**src/rtl/al_restart_pkg.sv**
```systemverilog
// rtl/al_restart_pkg.sv - state encoding, timer width and register bundle shared by al_restart_req
package al_restart_pkg;

    localparam int TIMER_W = 8;

    typedef enum logic [2:0] {
        ST_BOOT      = 3'd0,
        ST_READY     = 3'd1,
        ST_PULSE     = 3'd2,
        ST_WAIT_DROP = 3'd3,
        ST_WAIT_DONE = 3'd4,
        ST_ERROR     = 3'd5
    } state_t;

    // Everything that is registered, kept in one bundle so it can be triplicated as a unit.
    typedef struct packed {
        state_t               state;
        logic [TIMER_W-1:0]   timer;
        logic [1:0]           retry_cnt;
        logic                 pending;
        logic                 al_restart;
        logic                 ready;
        logic                 busy;
        logic                 timeout_err;
    } regs_t;

    localparam regs_t REGS_RST = '{
        state:       ST_BOOT,
        timer:       '0,
        retry_cnt:   2'd0,
        pending:     1'b0,
        al_restart:  1'b0,
        ready:       1'b0,
        busy:        1'b1,
        timeout_err: 1'b0
    };

    function automatic logic is_waiting(input state_t s);
        return (s == ST_BOOT) || (s == ST_WAIT_DROP) || (s == ST_WAIT_DONE);
    endfunction

endpackage

```
**src/rtl/tmr_vote.sv**
```systemverilog
// rtl/tmr_vote.sv - bitwise 2-of-3 majority voter
module tmr_vote #(
    parameter int W = 1
) (
    input  logic [W-1:0] a,
    input  logic [W-1:0] b,
    input  logic [W-1:0] c,
    output logic [W-1:0] y
);

    assign y = (a & b) | (a & c) | (b & c);

endmodule

```
**src/rtl/al_restart_req.sv**
```systemverilog
// rtl/al_restart_req.sv - FIFO reset handshake initiator: AL_RESTART pulse, DONE tracking, bounded retry
// Define AL_RESTART_REQ_TMR_EN to triplicate all registers behind majority voters.
module al_restart_req
    import al_restart_pkg::*;
#(
    parameter int DROP_TO   = 8,
    parameter int DONE_TO   = 63,
    parameter int MAX_RETRY = 2
) (
    input  logic       CLK,
    input  logic       RST,
    input  logic       REQ,
    input  logic       DONE,
    input  logic       CLR_ERR,
    output logic       AL_RESTART,
    output logic       READY,
    output logic       BUSY,
    output logic       TIMEOUT_ERR,
    output logic [1:0] RETRY_CNT
);

    localparam logic [TIMER_W-1:0] DROP_LIM  = TIMER_W'(DROP_TO - 1);
    localparam logic [TIMER_W-1:0] DONE_LIM  = TIMER_W'(DONE_TO - 1);
    localparam logic [1:0]         RETRY_MAX = 2'(MAX_RETRY);

    regs_t cur;

    function automatic regs_t next_regs(input regs_t c, input logic req, input logic done,
                                        input logic clr_err);
        regs_t  n;
        state_t ns;
        logic   retry_now;
        n         = c;
        ns        = c.state;
        retry_now = 1'b0;
        case (c.state)
            ST_BOOT: begin
                n.pending = c.pending | req;
                if (done)
                    ns = ST_READY;
                else if (c.timer == DONE_LIM)
                    ns = ST_ERROR;
            end
            ST_READY: begin
                if (req || c.pending) begin
                    ns          = ST_PULSE;
                    n.pending   = 1'b0;
                    n.retry_cnt = 2'd0;
                end else if (!done) begin
                    ns = ST_WAIT_DONE;
                end
            end
            ST_PULSE: begin
                n.pending = c.pending | req;
                ns        = ST_WAIT_DROP;
            end
            ST_WAIT_DROP: begin
                // A DONE rise here is a glitch; only a fall advances.
                n.pending = c.pending | req;
                if (!done)
                    ns = ST_WAIT_DONE;
                else if (c.timer == DROP_LIM)
                    retry_now = 1'b1;
            end
            ST_WAIT_DONE: begin
                n.pending = c.pending | req;
                if (done)
                    ns = ST_READY;
                else if (c.timer == DONE_LIM)
                    retry_now = 1'b1;
            end
            ST_ERROR: begin
                if (clr_err) begin
                    ns          = ST_BOOT;
                    n.retry_cnt = 2'd0;
                    n.pending   = c.pending | req;
                end else if (req) begin
                    ns          = ST_PULSE;
                    n.retry_cnt = 2'd0;
                    n.pending   = 1'b0;
                end
            end
            default: ns = ST_BOOT;
        endcase

        if (retry_now) begin
            if (c.retry_cnt < RETRY_MAX) begin
                ns          = ST_PULSE;
                n.retry_cnt = c.retry_cnt + 2'd1;
            end else begin
                ns = ST_ERROR;
            end
        end

        if (ns != c.state)
            n.timer = '0;
        else if (is_waiting(c.state) && (c.timer != '1))
            n.timer = c.timer + TIMER_W'(1);

        // Outputs are decoded from the next state so they line up with it.
        n.state       = ns;
        n.al_restart  = (ns == ST_PULSE);
        n.ready       = (ns == ST_READY);
        n.busy        = (ns == ST_BOOT) || (ns == ST_PULSE) ||
                        (ns == ST_WAIT_DROP) || (ns == ST_WAIT_DONE);
        n.timeout_err = (ns == ST_ERROR);
        return n;
    endfunction

`ifdef AL_RESTART_REQ_TMR_EN
    localparam int RW = $bits(regs_t);

    (* syn_keep = 1 *) logic [RW-1:0] voted;

    for (genvar i = 0; i < 3; i++) begin : g_copy
        (* syn_preserve = 1 *) logic [RW-1:0] q;
        always_ff @(posedge CLK) begin
            if (RST)
                q <= REGS_RST;
            else
                q <= next_regs(cur, REQ, DONE, CLR_ERR);
        end
    end

    tmr_vote #(.W(RW)) u_vote (
        .a (g_copy[0].q),
        .b (g_copy[1].q),
        .c (g_copy[2].q),
        .y (voted)
    );

    assign cur = regs_t'(voted);
`else
    regs_t regs_q;

    always_ff @(posedge CLK) begin
        if (RST)
            regs_q <= REGS_RST;
        else
            regs_q <= next_regs(cur, REQ, DONE, CLR_ERR);
    end

    assign cur = regs_q;
`endif

    assign AL_RESTART  = cur.al_restart;
    assign READY       = cur.ready;
    assign BUSY        = cur.busy;
    assign TIMEOUT_ERR = cur.timeout_err;
    assign RETRY_CNT   = cur.retry_cnt;

endmodule

```
**config.mk**
```make
export PLATFORM = sky130hd
export DESIGN_NAME = al_restart_req
export DESIGN_NICKNAME = d
export VERILOG_FILES = /design/src/rtl/al_restart_pkg.sv /design/src/rtl/tmr_vote.sv /design/src/rtl/al_restart_req.sv
export SDC_FILE = /design/constraint.sdc
export NUM_CORES = 1
export LEC_CHECK = 0
export ABC_AREA = 1
export CAP_MARGIN = 20
export CORE_MARGIN = 10
export CORE_UTILIZATION = 45
export DETAILED_ROUTE_END_ITERATION = 10
export PLACE_DENSITY = 0.65
export SLEW_MARGIN = 10
export SYNTH_ARGS = -nofsm -noshare
export SYNTH_HDL_FRONTEND = slang
export SYNTH_SLANG_ARGS = --single-unit
```
**constraint.sdc**
```tcl
create_clock -name CLK -period 4.6 [get_ports CLK]
set_input_delay 0.46 -clock CLK [delete_from_list [all_inputs] [get_ports CLK]]
set_output_delay 0.46 -clock CLK [all_outputs]
set_load 0.03 [all_outputs]
```
==> impl_results.md <==
* Max Slew Vio Count at 0
* TritonCTS clock tree: built
* Inserted Clock Buffers at 3
* Crit-path max FO at 8
* TNS Setup at 0 ns
* Synth Register Bits at 18
* Post-CTS Resized at 0
* FILL cells at 225
* Final HPWL DP at 1750 um
* Initial antenna violation count at 0
* FF-to-FF Start: cur[16]$_SDFF_PP0_
* Worst R2R Setup Slack at 2.88 ns
* Starting density of the core at 48.4%
* Layout cells sized above 1 at 25.6%
* Routed met2 length at 979 um
* Multi-input gate area at 637 um^2
* DIE HEIGHT at 69.5 um
* Max Freq at 533 MHz
* Metal1 wirelength at 1070 um
* Commonest non-fill, non-tap cell in the layout: nand2_1
* WHS Endpoint: RETRY_CNT[0]$_SDFF_PP0_
* Crit path capture type: register
* Iter 0 DRT Violations at 48
* Layout Utilization at 55.1%
* Die area at 4830 um^2
* CP Data Arrival Time at 2.06 ns
* Crit Path Class: primary input to register
* Core area at 2280 um^2
* Post-CTS Setup Bufs at 0
* Vias at 945
* # nets final at 172
* Placed inst area at 1220 um^2
* Critical Path RT at 4.79 ns
* Worst-margin pin slew at 0.327 ns
* Synth area leaders: dfxtp_1 33%, nand2_1 11%, nor2_2 8.5%, xor2_1 5.6%, inv_1 5.1%
* Largest net degree at the start of global routing at 11
* First-pass detailed-route iteration total at 4
* CP max stage cell: clkdlybuf4s50_1
* Register area share after synthesis at 32.7%
* Syn Inst Count at 153
* Leak pwr at 0.503 nW
* Post-CTS Hold Buffers at 0
* Diode count at 0
* Min-delay worst type: register to register
* Fin crit share at 40.8%
* Largest area contributor in the netlist: dfxtp_1
* GRT Resource Usage Total at 8.88%
* Sequential cell area at 360 um^2
* Final Wtd Congestion at 0.825
* Most frequent cells in the layout: 31 x nand2_1, 18 x dfxtp_1, 15 x inv_1, 15 x nor2_2, 14 x nor2_1
* Final setup viols at 0
* Cell chain of the critical path: clkdlybuf4s50_1, inv_1, nand2_1, nor2_2, nand3_2, nand2_4, nand2_2, nand2_4, nand2_1, nand2_1, inv_2, nand3_4, nor2_2
* Post-synth top area share at 32.7%
* Yosys warns at 0
* Final instance area at 1250 um^2
* Post-layout min period at 1.87 ns
* RSZ-0062 raised after global routing: false
* Post-route DRC violation count at 0
* IO Pins at 11
* Wire per inst at 11.3 um
* Routed wl met3 at 103 um
* Syn nets at 160
* Avg Inst Size Synth at 7.20 um^2
* Outcome: completed
* Number of distinct library cells after synthesis at 28
* Largest stage delay, worst path at 0.48 ns
* Tot Pwr at 0.356 mW
* Vias in the first global route at 917
* Site row count at 17
* Final hold vios at 0
* Highest metal used: met4
* Worst Reg-to-Reg Cells at 10
* Clock Skews at 0.00346 ns
* DR vias/cell at 4.92
* Cell mode on critical path: nand2_1
* Pwr Density at 284 nW/um^2
* Antenna viol nets, final at 0
* Synthesized cell area at 1100 um^2
* Clock Path Buffers at 2
* # H-tree levels at 1
* CTS Sinks at 18
* Root buffer cell: clkbuf_4
* Die X at 69.5 um
* RR Endpoint: cur[11]$_SDFFE_PP0P_
* Drt total wl at 2170 um
* Headroom to the max-slew limit at 78.2%
* Hold Path Stages at 2
* Peak supply drop at 0.252 mV
* Area growth from synthesis to layout at 13.7%
* GRT overflow at 0
* Min-delay src: RETRY_CNT[0]$_SDFF_PP0_
* Maximum capacitance violations at 0
* Port-buffer cells at 10
* Clock transition at path regs at 0.10 ns
* First-pass GRT wire length at 3840 um
* Critical path launch point type: primary input
* Worst-Skew Late Latency at 0.29 ns
state kept, by name (all words and copies together), names as in the netlist:
name         count
AL_RESTART       1
BUSY             1
READY            1
RETRY_CNT        2
TIMEOUT_ERR      1
cur             12
cell usage after synthesis (all sizes together):
library cell,instances
nand2,41
nor2,29
inv,21
dfxtp,18
nand3,14
xor2,7
a21oi,5
o21ai,5
buf,3
ha,2
nor3,2
a221oi,1
and3,1
clkinv,1
nand3b,1
nand4,1
or2,1
stage by stage:
| stage | setup WS, ns | cells | hold WS, ns |
|---|---|---|---|
| floorplan | 3.08 | 153 | 0.452 |
| global placement | 2.47 | 188 | 0.465 |
| detailed placement | 2.43 | 188 | 0.475 |
| CTS | 2.71 | 192 | 0.490 |
| global route | 2.60 | 192 | 0.535 |
| finish | 2.73 | 192 | 0.488 |
worst max-delay path: cells and delay by family:
| family | cells | cell delay (ns) |
|---|---|---|
| AND/OR/NAND/NOR | 10 | 0.96 |
| buffers and inverters | 3 | 0.64 |
how the worst max path moves through the flow:
stage | cells past startpoint | endpoint | from
detailed placement | 13 | cur[7]$_SDFFE_PP0P_ | DONE
CTS | 1 | RETRY_CNT[1] | RETRY_CNT[1]$_SDFF_PP0_
global route | 13 | cur[7]$_SDFFE_PP0P_ | DONE
floorplan | 12 | cur[12]$_SDFFE_PP0P_ | cur[8]$_SDFFE_PP0P_
global placement | 13 | cur[7]$_SDFFE_PP0P_ | DONE
finish | 13 | cur[7]$_SDFFE_PP0P_ | DONE
power breakdown:
part           switching (mW)  leakage [nW]  internal [mW]
clock                  0.0462        0.0210         0.0482
combinational          0.0576         0.336         0.0325
sequential            0.00736         0.146          0.164
cell families (layout without fill, tap and decap cells):
kind of cell    after synthesis  after routing  share of synthesized area [%]
simple gates                 90             90                           43.9
fa+ha+maj                     2              2                           2.27
flops                        18             18                           32.7
buf+inv                      25             36                           9.53
compound gates               11             11                           6.02
xor+xnor                      7              7                           5.56
layer usage:
layer  global-route usage (%)  vias up
li1                         -      494
met1                     10.9      431
met2                     14.4       18
met3                     2.14        2
met4                     3.33        0
met5                        0        -
area by class of cell:
class                           instances  share of cell area, %
Clock buffer                            4                   2.89
Inverter                               22                   6.79
Multi-Input combinational cell        110                   50.8
Sequential cell                        18                   28.7
Tap cell                               28                   2.79
Timing Repair Buffer                   10                   7.98
No activity file was read; power rests on OpenSTA's default activity.
